**config.mk**
```make
export PLATFORM = sky130hd
export DESIGN_NAME = bus_array_source_flat
export DESIGN_NICKNAME = d
export VERILOG_FILES = /design/src/rtl/bus_array_src_pkg.sv /design/src/rtl/bus_array_src_if.sv /design/src/rtl/bus_array_src_lfsr.sv /design/src/rtl/bus_array_source.sv /design/src/flat_wrapper.sv
export SDC_FILE = /design/constraint.sdc
export NUM_CORES = 1
export LEC_CHECK = 0
export CORE_MARGIN = 2
export CORE_UTILIZATION = 30
export CTS_BUF_LIST = sky130_fd_sc_hd__clkbuf_4 sky130_fd_sc_hd__clkbuf_8
export CTS_CLUSTER_DIAMETER = 200
export DETAILED_ROUTE_END_ITERATION = 6
export GPL_TIMING_DRIVEN = 0
export SYNTH_ARGS = -nofsm -noshare
export SYNTH_HDL_FRONTEND = slang
export SYNTH_SLANG_ARGS = --single-unit
```
**constraint.sdc**
```tcl
create_clock -name CLK -period 2.2 [get_ports CLK]
set_input_delay 0.33 -clock CLK [delete_from_list [all_inputs] [get_ports CLK]]
set_output_delay 0.33 -clock CLK [all_outputs]
set_load 0.05 [all_outputs]
```
**src/rtl/bus_array_src_pkg.sv**
```systemverilog
// Shared types and constants for the bus-array stimulus source: FSM states,
// LFSR parameters, bus widths and the driven-vector layout.
package bus_array_src_pkg;

    typedef enum logic [1:0] {
        ST_IDLE  = 2'd0,
        ST_DRIVE = 2'd1,
        ST_DRAIN = 2'd2,
        ST_DONE  = 2'd3
    } state_e;

    localparam int                LFSR_W    = 32;
    localparam logic [LFSR_W-1:0] LFSR_MASK = 32'h8020_0003;
    localparam logic [LFSR_W-1:0] LFSR_ONE  = 32'h0000_0001;

    localparam int A_W   = 1;
    localparam int B_W   = 4;
    localparam int C_W   = 8;
    localparam int D_W   = 32;
    localparam int VEC_W = A_W + B_W + C_W + D_W;

    localparam int               IDX_W   = 16;
    localparam int               ERR_W   = 8;
    localparam logic [ERR_W-1:0] ERR_MAX = '1;

    typedef struct packed {
        logic [A_W-1:0] a;
        logic [B_W-1:0] b;
        logic [C_W-1:0] c;
        logic [D_W-1:0] d;
    } vec_t;

    // Right-shifting Galois form; the mask carries taps 32, 22, 2 and 1.
    function automatic logic [LFSR_W-1:0] lfsr_next(input logic [LFSR_W-1:0] l);
        return (l >> 1) ^ (l[0] ? LFSR_MASK : '0);
    endfunction

    function automatic vec_t vec_from_lfsr(input logic [LFSR_W-1:0] l);
        vec_t v;
        v.d = l;
        v.c = l[7:0] ^ l[15:8];
        v.b = l[3:0] ^ l[31:28];
        v.a = ^l;
        return v;
    endfunction

endpackage

```
**src/rtl/bus_array_src_if.sv**
```systemverilog
// Stimulus (A..D) and echo (E..H) buses between the source and the bus-array block.
interface bus_array_src_if;
    import bus_array_src_pkg::*;

    logic [A_W-1:0] A;
    logic [B_W-1:0] B;
    logic [C_W-1:0] C;
    logic [D_W-1:0] D;
    logic [A_W-1:0] E;
    logic [B_W-1:0] F;
    logic [C_W-1:0] G;
    logic [D_W-1:0] H;

    modport master (output A, B, C, D, input E, F, G, H);
    modport slave  (input A, B, C, D, output E, F, G, H);

endinterface

```
**src/rtl/bus_array_src_lfsr.sv**
```systemverilog
// 32-bit Galois LFSR with seed load and advance enable; a zero seed loads 1.
module bus_array_src_lfsr
    import bus_array_src_pkg::*;
(
    input  logic              clk,
    input  logic              rst_n,
    input  logic              load,
    input  logic              adv,
    input  logic [LFSR_W-1:0] seed,
    output logic [LFSR_W-1:0] state
);

    logic [LFSR_W-1:0] state_d;
    logic [LFSR_W-1:0] state_q;

    always_comb begin
        state_d = state_q;
        if (load) begin
            state_d = (seed == '0) ? LFSR_ONE : seed;
        end else if (adv) begin
            state_d = lfsr_next(state_q);
        end
    end

    always_ff @(posedge clk or negedge rst_n) begin
        if (!rst_n) begin
            state_q <= LFSR_ONE;
        end else begin
            state_q <= state_d;
        end
    end

    assign state = state_q;

endmodule

```
**src/rtl/bus_array_source.sv**
```systemverilog
// LFSR stimulus source and loopback checker for the registered bus-array block.
// Optional macro BUS_ARRAY_SOURCE_FIRST_FAIL_EN records the first mismatching vector index.
module bus_array_source
    import bus_array_src_pkg::*;
#(
    parameter int          NUM_VECTORS = 16,
    parameter logic [31:0] SEED        = 32'h0000_0001,
    parameter int          LAT         = 2
) (
    input  logic             CLK,
    input  logic             RST_N,
    input  logic             START,
    output logic             BUSY,
    output logic             DONE,
    output logic             PASS,
    output logic [ERR_W-1:0] ERR_COUNT,
    output logic [IDX_W-1:0] FAIL_INDEX,
    bus_array_src_if.master  bus
);

    localparam logic [IDX_W-1:0] LAST_IDX = IDX_W'(NUM_VECTORS - 1);

    state_e            state_d, state_q;
    logic [IDX_W-1:0]  idx_d, idx_q;
    vec_t              vec_d, vec_q;
    logic              busy_d, busy_q;
    logic              done_d, done_q;
    logic              pass_d, pass_q;
    logic [ERR_W-1:0]  err_d, err_q;
    logic              start_acc;
    logic              drive;
    logic [LFSR_W-1:0] lfsr_state;
    logic [LAT-1:0]    dl_vld_d, dl_vld_q;
    vec_t [LAT-1:0]    dl_vec_d, dl_vec_q;
    vec_t              echo;
    logic              mismatch;

    assign start_acc = (state_q == ST_IDLE) && START;
    assign drive     = (state_q == ST_DRIVE);

    bus_array_src_lfsr u_lfsr (
        .clk   (CLK),
        .rst_n (RST_N),
        .load  (start_acc),
        .adv   (drive),
        .seed  (SEED),
        .state (lfsr_state)
    );

    // Control: the vector index counts DRIVE cycles; DRAIN ends when the delay line is empty.
    always_comb begin
        state_d = state_q;
        idx_d   = idx_q;
        case (state_q)
            ST_IDLE: begin
                if (START) begin
                    state_d = ST_DRIVE;
                    idx_d   = '0;
                end
            end
            ST_DRIVE: begin
                idx_d = idx_q + 1'b1;
                if (idx_q == LAST_IDX) begin
                    state_d = ST_DRAIN;
                end
            end
            ST_DRAIN: begin
                if (dl_vld_q == '0) begin
                    state_d = ST_DONE;
                end
            end
            ST_DONE: begin
                state_d = ST_IDLE;
            end
            default: begin
                state_d = ST_IDLE;
            end
        endcase
    end

    always_comb begin
        vec_d  = drive ? vec_from_lfsr(lfsr_state) : '0;
        busy_d = drive || (state_d == ST_DRAIN);
        done_d = (state_d == ST_DONE);
    end

    // Expected-value delay line: stage LAT-1 lines up with the echo sampled on this edge.
    if (LAT == 1) begin : g_dl_single
        always_comb begin
            dl_vld_d = drive;
            dl_vec_d = vec_d;
        end
    end else begin : g_dl_shift
        always_comb begin
            dl_vld_d = {dl_vld_q[LAT-2:0], drive};
            dl_vec_d = {dl_vec_q[LAT-2:0], vec_d};
        end
    end

    always_comb begin
        echo     = {bus.E, bus.F, bus.G, bus.H};
        mismatch = dl_vld_q[LAT-1] && (echo != dl_vec_q[LAT-1]);
    end

    always_comb begin
        err_d  = err_q;
        pass_d = pass_q;
        if (start_acc) begin
            err_d  = '0;
            pass_d = 1'b0;
        end else begin
            if (mismatch && (err_q != ERR_MAX)) begin
                err_d = err_q + 1'b1;
            end
            if (state_d == ST_DONE) begin
                pass_d = (err_q == '0);
            end
        end
    end

    always_ff @(posedge CLK or negedge RST_N) begin
        if (!RST_N) begin
            state_q  <= ST_IDLE;
            idx_q    <= '0;
            vec_q    <= '0;
            busy_q   <= 1'b0;
            done_q   <= 1'b0;
            pass_q   <= 1'b0;
            err_q    <= '0;
            dl_vld_q <= '0;
        end else begin
            state_q  <= state_d;
            idx_q    <= idx_d;
            vec_q    <= vec_d;
            busy_q   <= busy_d;
            done_q   <= done_d;
            pass_q   <= pass_d;
            err_q    <= err_d;
            dl_vld_q <= dl_vld_d;
        end
    end

    // Payload only matters where its valid bit is set, so it carries no reset.
    always_ff @(posedge CLK) begin
        dl_vec_q <= dl_vec_d;
    end

`ifdef BUS_ARRAY_SOURCE_FIRST_FAIL_EN
    logic [LAT-1:0][IDX_W-1:0] dl_idx_d, dl_idx_q;
    logic [IDX_W-1:0]          fidx_d, fidx_q;

    if (LAT == 1) begin : g_idx_single
        always_comb begin
            dl_idx_d = idx_q;
        end
    end else begin : g_idx_shift
        always_comb begin
            dl_idx_d = {dl_idx_q[LAT-2:0], idx_q};
        end
    end

    // The first mismatch of a run is the one seen while the count is still zero.
    always_comb begin
        fidx_d = fidx_q;
        if (start_acc) begin
            fidx_d = '0;
        end else if (mismatch && (err_q == '0)) begin
            fidx_d = dl_idx_q[LAT-1];
        end
    end

    always_ff @(posedge CLK or negedge RST_N) begin
        if (!RST_N) begin
            fidx_q <= '0;
        end else begin
            fidx_q <= fidx_d;
        end
    end

    always_ff @(posedge CLK) begin
        dl_idx_q <= dl_idx_d;
    end

    assign FAIL_INDEX = fidx_q;
`else
    assign FAIL_INDEX = '0;
`endif

    assign bus.A     = vec_q.a;
    assign bus.B     = vec_q.b;
    assign bus.C     = vec_q.c;
    assign bus.D     = vec_q.d;
    assign BUSY      = busy_q;
    assign DONE      = done_q;
    assign PASS      = pass_q;
    assign ERR_COUNT = err_q;

endmodule

```
**src/flat_wrapper.sv**
```systemverilog
// flat-port wrapper written by rule: the top's interface ports become plain ports
module bus_array_source_flat import bus_array_src_pkg::*;
#(
    parameter int          NUM_VECTORS = 16,
    parameter logic [31:0] SEED        = 32'h0000_0001,
    parameter int          LAT         = 2
)
  (CLK, RST_N, START, BUSY, DONE, PASS, ERR_COUNT, FAIL_INDEX, bus_A, bus_B, bus_C, bus_D, bus_E, bus_F, bus_G, bus_H);
  bus_array_src_if bus_i ();
  input  logic CLK;
  input  logic RST_N;
  input  logic START;
  output logic BUSY;
  output logic DONE;
  output logic PASS;
  output logic [ERR_W-1:0] ERR_COUNT;
  output logic [IDX_W-1:0] FAIL_INDEX;
  output wire logic [$bits(bus_i.A)-1:0] bus_A;
  output wire logic [$bits(bus_i.B)-1:0] bus_B;
  output wire logic [$bits(bus_i.C)-1:0] bus_C;
  output wire logic [$bits(bus_i.D)-1:0] bus_D;
  input wire logic [$bits(bus_i.E)-1:0] bus_E;
  input wire logic [$bits(bus_i.F)-1:0] bus_F;
  input wire logic [$bits(bus_i.G)-1:0] bus_G;
  input wire logic [$bits(bus_i.H)-1:0] bus_H;
  assign bus_A = bus_i.A;
  assign bus_B = bus_i.B;
  assign bus_C = bus_i.C;
  assign bus_D = bus_i.D;
  assign bus_i.E = bus_E;
  assign bus_i.F = bus_F;
  assign bus_i.G = bus_G;
  assign bus_i.H = bus_H;
  bus_array_source #(.NUM_VECTORS(NUM_VECTORS), .SEED(SEED), .LAT(LAT)) u_core (.CLK(CLK), .RST_N(RST_N), .START(START), .BUSY(BUSY), .DONE(DONE), .PASS(PASS), .ERR_COUNT(ERR_COUNT), .FAIL_INDEX(FAIL_INDEX), .bus(bus_i));
endmodule
```
==> flow_summary.toml <==
[cts]
clockRootBuffer = "clkbuf_8"
htree_levels = 4
post_cts_buffers = 0
cts_tree = "yes"
cts_buffers = 17
clock_path_buffers = 2
clk_pin_slew_ps = 90
clock_latency_ps = 460
clock_sinks = 198

[placed_design]
gp_congestion = 0.803
dp_slack_ps = -543
dp.final_hpwl_um = 10000
dpl.cell_count = 928
portBuffers = 103

[global_route]
grt-ovfl-total = 0
grt_usage = 0.121
grt_max_degree = 59
grt_pass1_vias = 4015
grt_pass1_wl_um = 21900
antenna_found_initial = 0

[setup_path]
max_stage_delay_ps = 850
end_kind = "output pin"
crit_path_start_kind = "flop"
crit_chain = "clkdlybuf4s50_1"
crit_fanout = 5
crit_buf_inv = 1
crit_type = "reg -> out"
crit_arrival_ps = 1770
cp_slowest_cell = "clkdlybuf4s50_1"
required_ps = 1870
cp_top_family = "buffers and inverters"

[timing]
finalHoldViolCount = 0
whs_ps = 316
max_slew.worst_pin.slew_ps = 665
fmax_ghz = 0.475
setup_ws_ps = 95.4
max-slew-margin-rel = 0.552
drv_slew = 0
skew_ps = 15.7
finalCritPeriodShare = 0.957
fin_tns_setup_ps = 0
rsz0062_at_grt = "false"
fin_crit_ps = 2100
setup_viol = 0

[cells_and_area]
antenna_cells = 0
final_cell_mix = "dfrtp_1, clkdlybuf4s50_1, dfxtp_1"
utilization = 0.395
layout_commonest_cell = "dfrtp_1"
final_layout_size_suffix_gt1_frac = 0.0881
layout.cells.non_filler = 961
n_fill_cell = 2127
area.growth.synth_to_final_pct = 28.8
nets = 719

[synthesis]
synth_edf_count = 0
synth.avg_cell_area_sq_um = 12.7
synth_mux_area_frac = 0.00447
synth_xor_area_frac = 0.108
synth-compound-area-share = 0.0710
synth_top_family_by_area = "XOR/XNOR gates"
synthAdderAreaFrac = 0.00559
synth.distinct_cells = 42
synth_area_sq_um = 6710
synth-main-ff-cell = "dfrtp_1"
synth_top_area_frac = 0.399
yosys_warnings = 0
synth-seq-cells = 198
synth_largest_area_cell = "dfrtp_1"
yosysSeqAreaShare = 0.671
synthSimpleGateAreaFrac = 0.108
synthArstFlopShare = 0.545
syn_inst = 529
synth_area_leaders = "dfrtp_1, dfxtp_1, xnor2_1, a21o_1, and2_1"

[die]
initial_utilization = 0.307
die_area_sq_um = 23600
core_sq_um = 21900
fp.dieW_um = 154
ios = 120
num_rows = 54
die-height_um = 154

[drt]
ant_nets = 0
drt-pass1-iter-count = 4
wire_per_inst_um = 14.5
drc = 0
dr.first_iter.drc_count = 196
finalWirelength_um = 14000
vias = 4127
viasPerCell = 4.29

[power_and_ir_drop]
vdd_drop_max_v = 0.000795
combinationalPowerShare = 0.413
p_sw_uw = 5490
cellPowerDensity_nw_per_um2 = 1650
power.leakage_uw = 0.00376
p_int_uw = 8730
power.share.clock = 0.180
power.share.switching = 0.386
p_seq_frac = 0.407

[min_path]
hold_path.class = "reg -> reg"

[status]
status = "finished, final reports clean"

[run]
max_cap_viol_count = 0
[cell type report]
| class | count | area, sq um | share of cell area |
|---|---|---|---|
| Buffer | 31 | 185 | 0.0214 |
| Clock buffer | 22 | 278 | 0.0321 |
| Clock inverter | 10 | 169 | 0.0195 |
| Inverter | 6 | 22.5 | 0.00261 |
| Multi-Input combinational cell | 309 | 2060 | 0.238 |
| Sequential cell | 198 | 4510 | 0.521 |
| Tap cell | 280 | 350 | 0.0405 |
| Timing Repair Buffer | 105 | 1070 | 0.124 |
[cells by family after synthesis]
group,count (synthesis)
buf+inv,37
simple gates,131
flops,198
mux,3
fa+ha+maj,3
xor+xnor,83
compound gates,73
other cells,1
[final timing paths]
path,slack (ps),cells past startpoint,end,start
max reg2reg,190,5,u_core.bus.B[1]$_DFF_PN0_,u_core.state_q[1]$_DFF_PN0_
max,100,1,ERR_COUNT[6],u_core.ERR_COUNT[6]$_DFFE_PN0P_
min,320,0,u_core.dl_vec_q[77]$_DFF_P_,u_core.dl_vec_d[77]$_DFF_P_
min in group asynchronous,370,2,u_core.bus.D[15]$_DFF_PN0_,RST_N
max in group asynchronous,1170,3,u_core.ERR_COUNT[4]$_DFFE_PN0P_,RST_N
min reg2reg,320,0,u_core.dl_vec_q[77]$_DFF_P_,u_core.dl_vec_d[77]$_DFF_P_
[state kept, by name (all words and copies together), names as in the netlist, 2 cells and up]
register	count
u_core.ERR_COUNT	8
u_core.idx_q	16
u_core.bus.B	4
u_core.bus.C	8
u_core.dl_vec_q	45
u_core.bus.D	32
u_core.dl_vec_d	45
u_core.u_lfsr.state	32
u_core.dl_vld_q	2
u_core.state_q	2
[per-stage QoR]
stage / total power (uW) / cell area, sq um
2_1_floorplan: 9870 / 6770
3_3_place_gp: 11700 / 8150
3_5_place_dp: 11800 / 8180
4_1_cts: 14400 / 8640
5_1_grt: 15100 / 8640
6_report: 14200 / 8640
[what timing repair did]
item / 4_1_cts / 5_1_grt
hold endpoints to repair: 49 / 0
endpoints found under the setup margin: 8 / 1
pin swaps: 0 / 0
resized for setup: 1 / 1
hold buffers: 1 / 0
[cell usage after synthesis (4+ instances only)]
cell,n
dfrtp_1,107
dfxtp_1,90
xnor2_1,81
and2_1,33
a21o_1,29
o21ai_0,26
nor2_1,21
nand2_1,20
nand4_1,18
buf_4,16
clkbuf_1,12
nand3_1,12
a21oi_1,7
inv_1,6
nor4_1,6
or3_1,4
[per-layer routing]
metal / part of all wire / up-vias / global-route usage
met2: 0.45 / 106 / 0.183
met4: 0.015 / 0 / 0.0406
met5: 0 / - / 0
met1: 0.48 / 1986 / 0.164
met3: 0.058 / 14 / 0.0420
li1: - / 2021 / -
[power by group through the flow]
stage	combinational (uW)	clock, uW	sequential [uW]
after floorplan	2790	0	7080
after global placement	5870	0	5870
after detailed placement	5910	0	5890
after CTS	5950	2650	5810
after global routing	6330	2780	5950
final	5870	2560	5790
No activity file was read; power rests on OpenSTA's default activity.
